### config.mk
export PLATFORM = sky130hd
export DESIGN_NAME = turn_timer_ctrl
export DESIGN_NICKNAME = d
export VERILOG_FILES = /design/src/rtl/turn_timer_pkg.sv /design/src/rtl/turn_timer_ctrl_seg7.sv /design/src/rtl/turn_timer_ctrl.sv
export SDC_FILE = /design/constraint.sdc
export NUM_CORES = 1
export LEC_CHECK = 0
export BUFFER_PORTS_ARGS = -buffer_cell sky130_fd_sc_hd__buf_2
export CAP_MARGIN = 0
export CORE_AREA = 2 2 47 49
export DETAILED_ROUTE_END_ITERATION = 10
export DIE_AREA = 0 0 49 51
export PLACE_DENSITY_LB_ADDON = 0.12
export SYNTH_ARGS = -nofsm -noshare
export SYNTH_HDL_FRONTEND = slang
export SYNTH_SLANG_ARGS = --single-unit
### constraint.sdc
create_clock -name clk -period 2.1 [get_ports clk]
set_clock_uncertainty 0.2 [all_clocks]
set_input_delay 0.21 -clock clk [delete_from_list [all_inputs] [get_ports clk]]
set_output_delay 0.21 -clock clk [all_outputs]
set_load 0.01 [all_outputs]
### src/rtl/turn_timer_pkg.sv
// Shared types and constants for the turn timer controller.
// Used by turn_timer_ctrl and seg7_hex_decoder.
package turn_timer_pkg;

  typedef enum logic [2:0] {
    IDLE,
    CLEAR,
    RUN,
    EXPIRE,
    SWITCH,
    DONE
  } state_e;

  localparam int MISS_W = 2;

  localparam logic [6:0] SEG7_BLANK = 7'h7F;

endpackage

### src/rtl/turn_timer_ctrl_seg7.sv
// seg7_hex_decoder: hex nibble to active-low seven-segment pattern.
// Segment order is a..g on bit0..bit6.
module seg7_hex_decoder
  import turn_timer_pkg::*;
(
  input  logic [3:0] hex,
  output logic [6:0] seg_n
);

  always_comb begin
    seg_n = SEG7_BLANK;
    unique case (hex)
      4'h0: seg_n = 7'h40;
      4'h1: seg_n = 7'h79;
      4'h2: seg_n = 7'h24;
      4'h3: seg_n = 7'h30;
      4'h4: seg_n = 7'h19;
      4'h5: seg_n = 7'h12;
      4'h6: seg_n = 7'h02;
      4'h7: seg_n = 7'h78;
      4'h8: seg_n = 7'h00;
      4'h9: seg_n = 7'h10;
      4'hA: seg_n = 7'h08;
      4'hB: seg_n = 7'h03;
      4'hC: seg_n = 7'h46;
      4'hD: seg_n = 7'h21;
      4'hE: seg_n = 7'h06;
      4'hF: seg_n = 7'h0E;
    endcase
  end

endmodule

### src/rtl/turn_timer_ctrl.sv
// Two-player turn timer: per-turn countdown, timeouts, forfeit.
// Optional seven-segment output enabled by SEG7_DISPLAY_EN.
module turn_timer_ctrl
  import turn_timer_pkg::*;
#(
  parameter int TURN_SECONDS = 10,
  parameter int MAX_MISSES   = 3
) (
  input  logic       clk,
  input  logic       rst,
  input  logic       game_start,
  input  logic       move_valid,
  input  logic       game_over,
  input  logic [3:0] count,
  output logic       timer_start,
  output logic       timer_clr,
  output logic       player,
  output logic [3:0] remaining,
  output logic       timeout,
  output logic       forfeit,
`ifdef SEG7_DISPLAY_EN
  output logic [6:0] seg_n,
`endif
  output logic       loser
);

  localparam logic [3:0] TS = 4'(TURN_SECONDS);
  localparam logic [MISS_W-1:0] MM = MISS_W'(MAX_MISSES);

  state_e state_q, state_d;
  logic player_q, player_d;
  logic forfeit_q, forfeit_d;
  logic loser_q, loser_d;
  logic [1:0][MISS_W-1:0] miss_q, miss_d;
  logic [MISS_W-1:0] miss_cur, miss_inc;

  assign miss_cur = miss_q[player_q];
  assign miss_inc = (&miss_cur) ? miss_cur
                  : miss_cur + MISS_W'(1);

  always_comb begin
    state_d     = state_q;
    player_d    = player_q;
    miss_d      = miss_q;
    forfeit_d   = forfeit_q;
    loser_d     = loser_q;
    timer_start = 1'b0;
    timer_clr   = 1'b0;
    timeout     = 1'b0;
    remaining   = 4'd0;
    unique case (state_q)
      IDLE: ;
      CLEAR: begin
        timer_clr = 1'b1;
        remaining = TS;
        state_d   = RUN;
      end
      RUN: begin
        timer_start = 1'b1;
        remaining   = (count >= TS) ? 4'd0 : TS - count;
        if (game_over) begin
          state_d = DONE;
        end else if (move_valid) begin
          state_d          = SWITCH;
          miss_d[player_q] = '0;
        end else if (count >= TS) begin
          state_d = EXPIRE;
        end
      end
      EXPIRE: begin
        timeout          = 1'b1;
        miss_d[player_q] = miss_inc;
        if (miss_inc >= MM) begin
          state_d   = DONE;
          forfeit_d = 1'b1;
          loser_d   = player_q;
        end else begin
          state_d = SWITCH;
        end
      end
      SWITCH: begin
        remaining = TS;
        player_d  = ~player_q;
        state_d   = CLEAR;
      end
      DONE: ;
      default: state_d = IDLE;
    endcase
    // A new game overrides whatever the current state decided.
    if (game_start) begin
      state_d   = CLEAR;
      player_d  = 1'b0;
      miss_d    = '0;
      forfeit_d = 1'b0;
      loser_d   = 1'b0;
    end
  end

  always_ff @(posedge clk) begin
    if (rst) begin
      state_q   <= IDLE;
      player_q  <= 1'b0;
      miss_q    <= '0;
      forfeit_q <= 1'b0;
      loser_q   <= 1'b0;
    end else begin
      state_q   <= state_d;
      player_q  <= player_d;
      miss_q    <= miss_d;
      forfeit_q <= forfeit_d;
      loser_q   <= loser_d;
    end
  end

  assign player  = player_q;
  assign forfeit = forfeit_q;
  assign loser   = loser_q;

`ifdef SEG7_DISPLAY_EN
  logic [6:0] hex_seg_n;

  seg7_hex_decoder u_seg7 (
    .hex   (remaining),
    .seg_n (hex_seg_n)
  );

  assign seg_n = (state_q == IDLE) ? SEG7_BLANK : hex_seg_n;
`endif

endmodule

==> metrics.txt <==
status=finished, final reports clean; pin count of the biggest net entering global routing=12; ANT cells=0; Via density=5.01; Max Slew Vio Count=0; number of flops mapped to enable cells by yosys=0; Die H=51 microns; worst skew pair latency=270 ps; worst hold-check path type=in2reg; synthesized instance count=77; root buf cell=clkbuf_4; Bufs on Longest Clock Path=2; Die Width=49 microns; VDD IR-drop max=0.156 mV; top cells by area, synth=dfxtp_1 31%, o21ai_0 4.6%, a2111oi_2 4.6%; Min Clock Period, post-route=1940 ps; Post-Synth XOR/XNOR Area=0.0403; ANT nets after route=0; Mapped Nets=88; Post-route DRC=0; Logic pwr share=0.123; Initial DRC Count=10; LEAKAGE=0.314 nW; sequential fraction of design power=0.464; WL final=1430 microns; Mapped Area=652 sq um; Crit. End Element=primary output; Simple-Gate Fraction of Synth Area=0.226; Synth Register Bits=10; vias in the first global route=519; Die Area=0.00250 sq mm; core area=0.00206 sq mm; synth unique cells=36; cts bufs inserted=3; Power Density=533 mW/mm^2; endpoints failing setup=0; Clock power frac=0.414; DR WL/cell=11.6 microns; RSZ-0062 raised after global routing=false; Final period util=0.926; largest family of logic cells by synthesized area=compound AO/OA/AOI/OAI gates; Post-Synth Adder-Cell Area=0.0384; biggest area consumer among synthesized cells=dfxtp_1; H-Tree Depth=1; GRT Total Usage=0.120; Fin Setup TNS=0 ps; Final nets=108; antenna violations before repair=0; global-route wire length before repair=2300 microns; Final GP Congestion=0.742; hold_ws=9.89 ps; Synth Area in Compound Gates=0.294; Top FF cell, synth=dfxtp_1; grt total ovfl=0; final hold vios=0; HPWL after DPL=1080 microns; Syn-to-layout area delta=21.9%; Worst EP arrival=1530 ps; Psw=0.000104 W; Clk pin slew, worst setup/hold paths=70 ps; Int Pwr=0.000319 W; drt pass-1 iters=4; number of max-cap violations=0; I/O Pins=19; routed vias=621; Slew @ Worst Pin=506 ps; port buffer count=18; Switching Share=0.246; row count=17; post-synthesis mux area share=0.0154; Avg Cell Area, Syn=8.47 sq um; sequential fraction of the synthesis area=0.307; Synth top area share=0.307; CTS tree=done; critical path class=reg2out; Slew headroom=0.662; hold buffers post-CTS=0; Post-synth ARST share=0; share of cells above drive strength 1=0.313; WP data required=1690 ps; Clock Sinks=10; fmax=514 MHz; initial core utilization=0.316; Warnings, synthesis=0; CP max FO=8; Worst Setup Start Kind=flip-flop
## Yosys cell counts (2+ instances only)
library cell,instances
xnor2_1,2
nor3b_1,3
a2111oi_2,2
dfxtp_1,10
ha_1,2
nand3_1,2
o21ai_0,6
buf_4,2
o21a_1,2
a21oi_1,4
nor2_1,5
nand2_1,5
o2111ai_1,2
o31ai_1,2
inv_1,6
nor3_1,2
## logic make-up after synthesis
group                    count (synthesis)
flip-flops                              10
AO/OA/AOI/OAI                           25
AND/OR/NAND/NOR                         26
XOR/XNOR                                 3
multiplexers                             1
adder cells (fa/ha/maj)                  2
buffers and inverters                   10
## metrics by stage
stage	power, W	util	instances	setup slack [ps]	instance area [sq um]
floorplan	0.000231	-	77	458	652
global placement	0.000253	0.367	120	322	757
detailed placement	0.000253	0.367	120	278	757
CTS	0.000430	0.384	124	103	793
global route	0.000450	0.385	124	0.316	795
finish	0.000423	0.385	124	156	795
## power by group through the flow
stage	clock, W	combinational, W	sequential, W
after floorplan	0	0.0000341	0.000197
after global placement	0	0.0000520	0.000201
after detailed placement	0	0.0000521	0.000201
after CTS	0.000181	0.0000524	0.000196
after global routing	0.000196	0.0000578	0.000197
final	0.000175	0.0000519	0.000196
## placed cells by master, fill, tap and decap left out, drive strengths merged, types with 2 or more instances in the layout
cell,netlist,routed
clkbuf,1,4
nand2,6,6
o21ai,7,7
nor2b,2,2
nor3b,3,3
a311oi,2,2
a21oi,5,5
nand3,2,2
ha,2,2
o31ai,2,2
nor3,2,2
o2111ai,2,2
nor2,5,5
buf,2,18
a2111oi,2,2
xnor2,2,2
o21a,2,2
dfxtp,10,10
inv,6,6
## worst max-delay path, cell delays in order (launching register included)
cell     delay (ps)
dfxtp_1         450
nor3b_1         460
nand2_1          90
o21ai_1         130
buf_2           140
## flip-flops by register name (all words and copies together), names as in the netlist
| name | flops |
|---|---|
| miss_q | 4 |
| state_q | 3 |
| forfeit | 1 |
| loser | 1 |
| player | 1 |
## what timing repair did
item | in CTS | in global routing
endpoints found under the setup margin | 0 | 1
resized for setup | 0 | 1
setup buffers | 0 | 0
hold endpoints to repair | 0 | 0
## worst paths after layout
check	endpoint	startpoint	slack, ps	depth (start not counted)
setup / recovery	remaining[3]	state_q[1]	160	4
hold reg to reg	forfeit	forfeit	260	1
hold / removal	state_q[0]	rst	10	3
setup reg to reg	miss_q[1]	state_q[0]	540	3
## layer usage
| metal | global-route usage | up-vias | share of wire |
|---|---|---|---|
| li1 | - | 319 | - |
| met1 | 0.153 | 283 | 0.49 |
| met2 | 0.185 | 17 | 0.45 |
| met3 | 0.0205 | 2 | 0.050 |
| met4 | 0.0857 | 0 | 0.013 |
| met5 | 0 | - | 0 |
## final cells by class
cell class | instances | area [sq um]
inverters | 7 | 31.3
clock buffers | 4 | 36.3
well taps | 28 | 35.0
repair buffers | 18 | 90.1
flip-flops and latches | 10 | 201
fillers | 231 | 1270
multi-input cells | 57 | 400
Power figures use the tool's default switching activity.
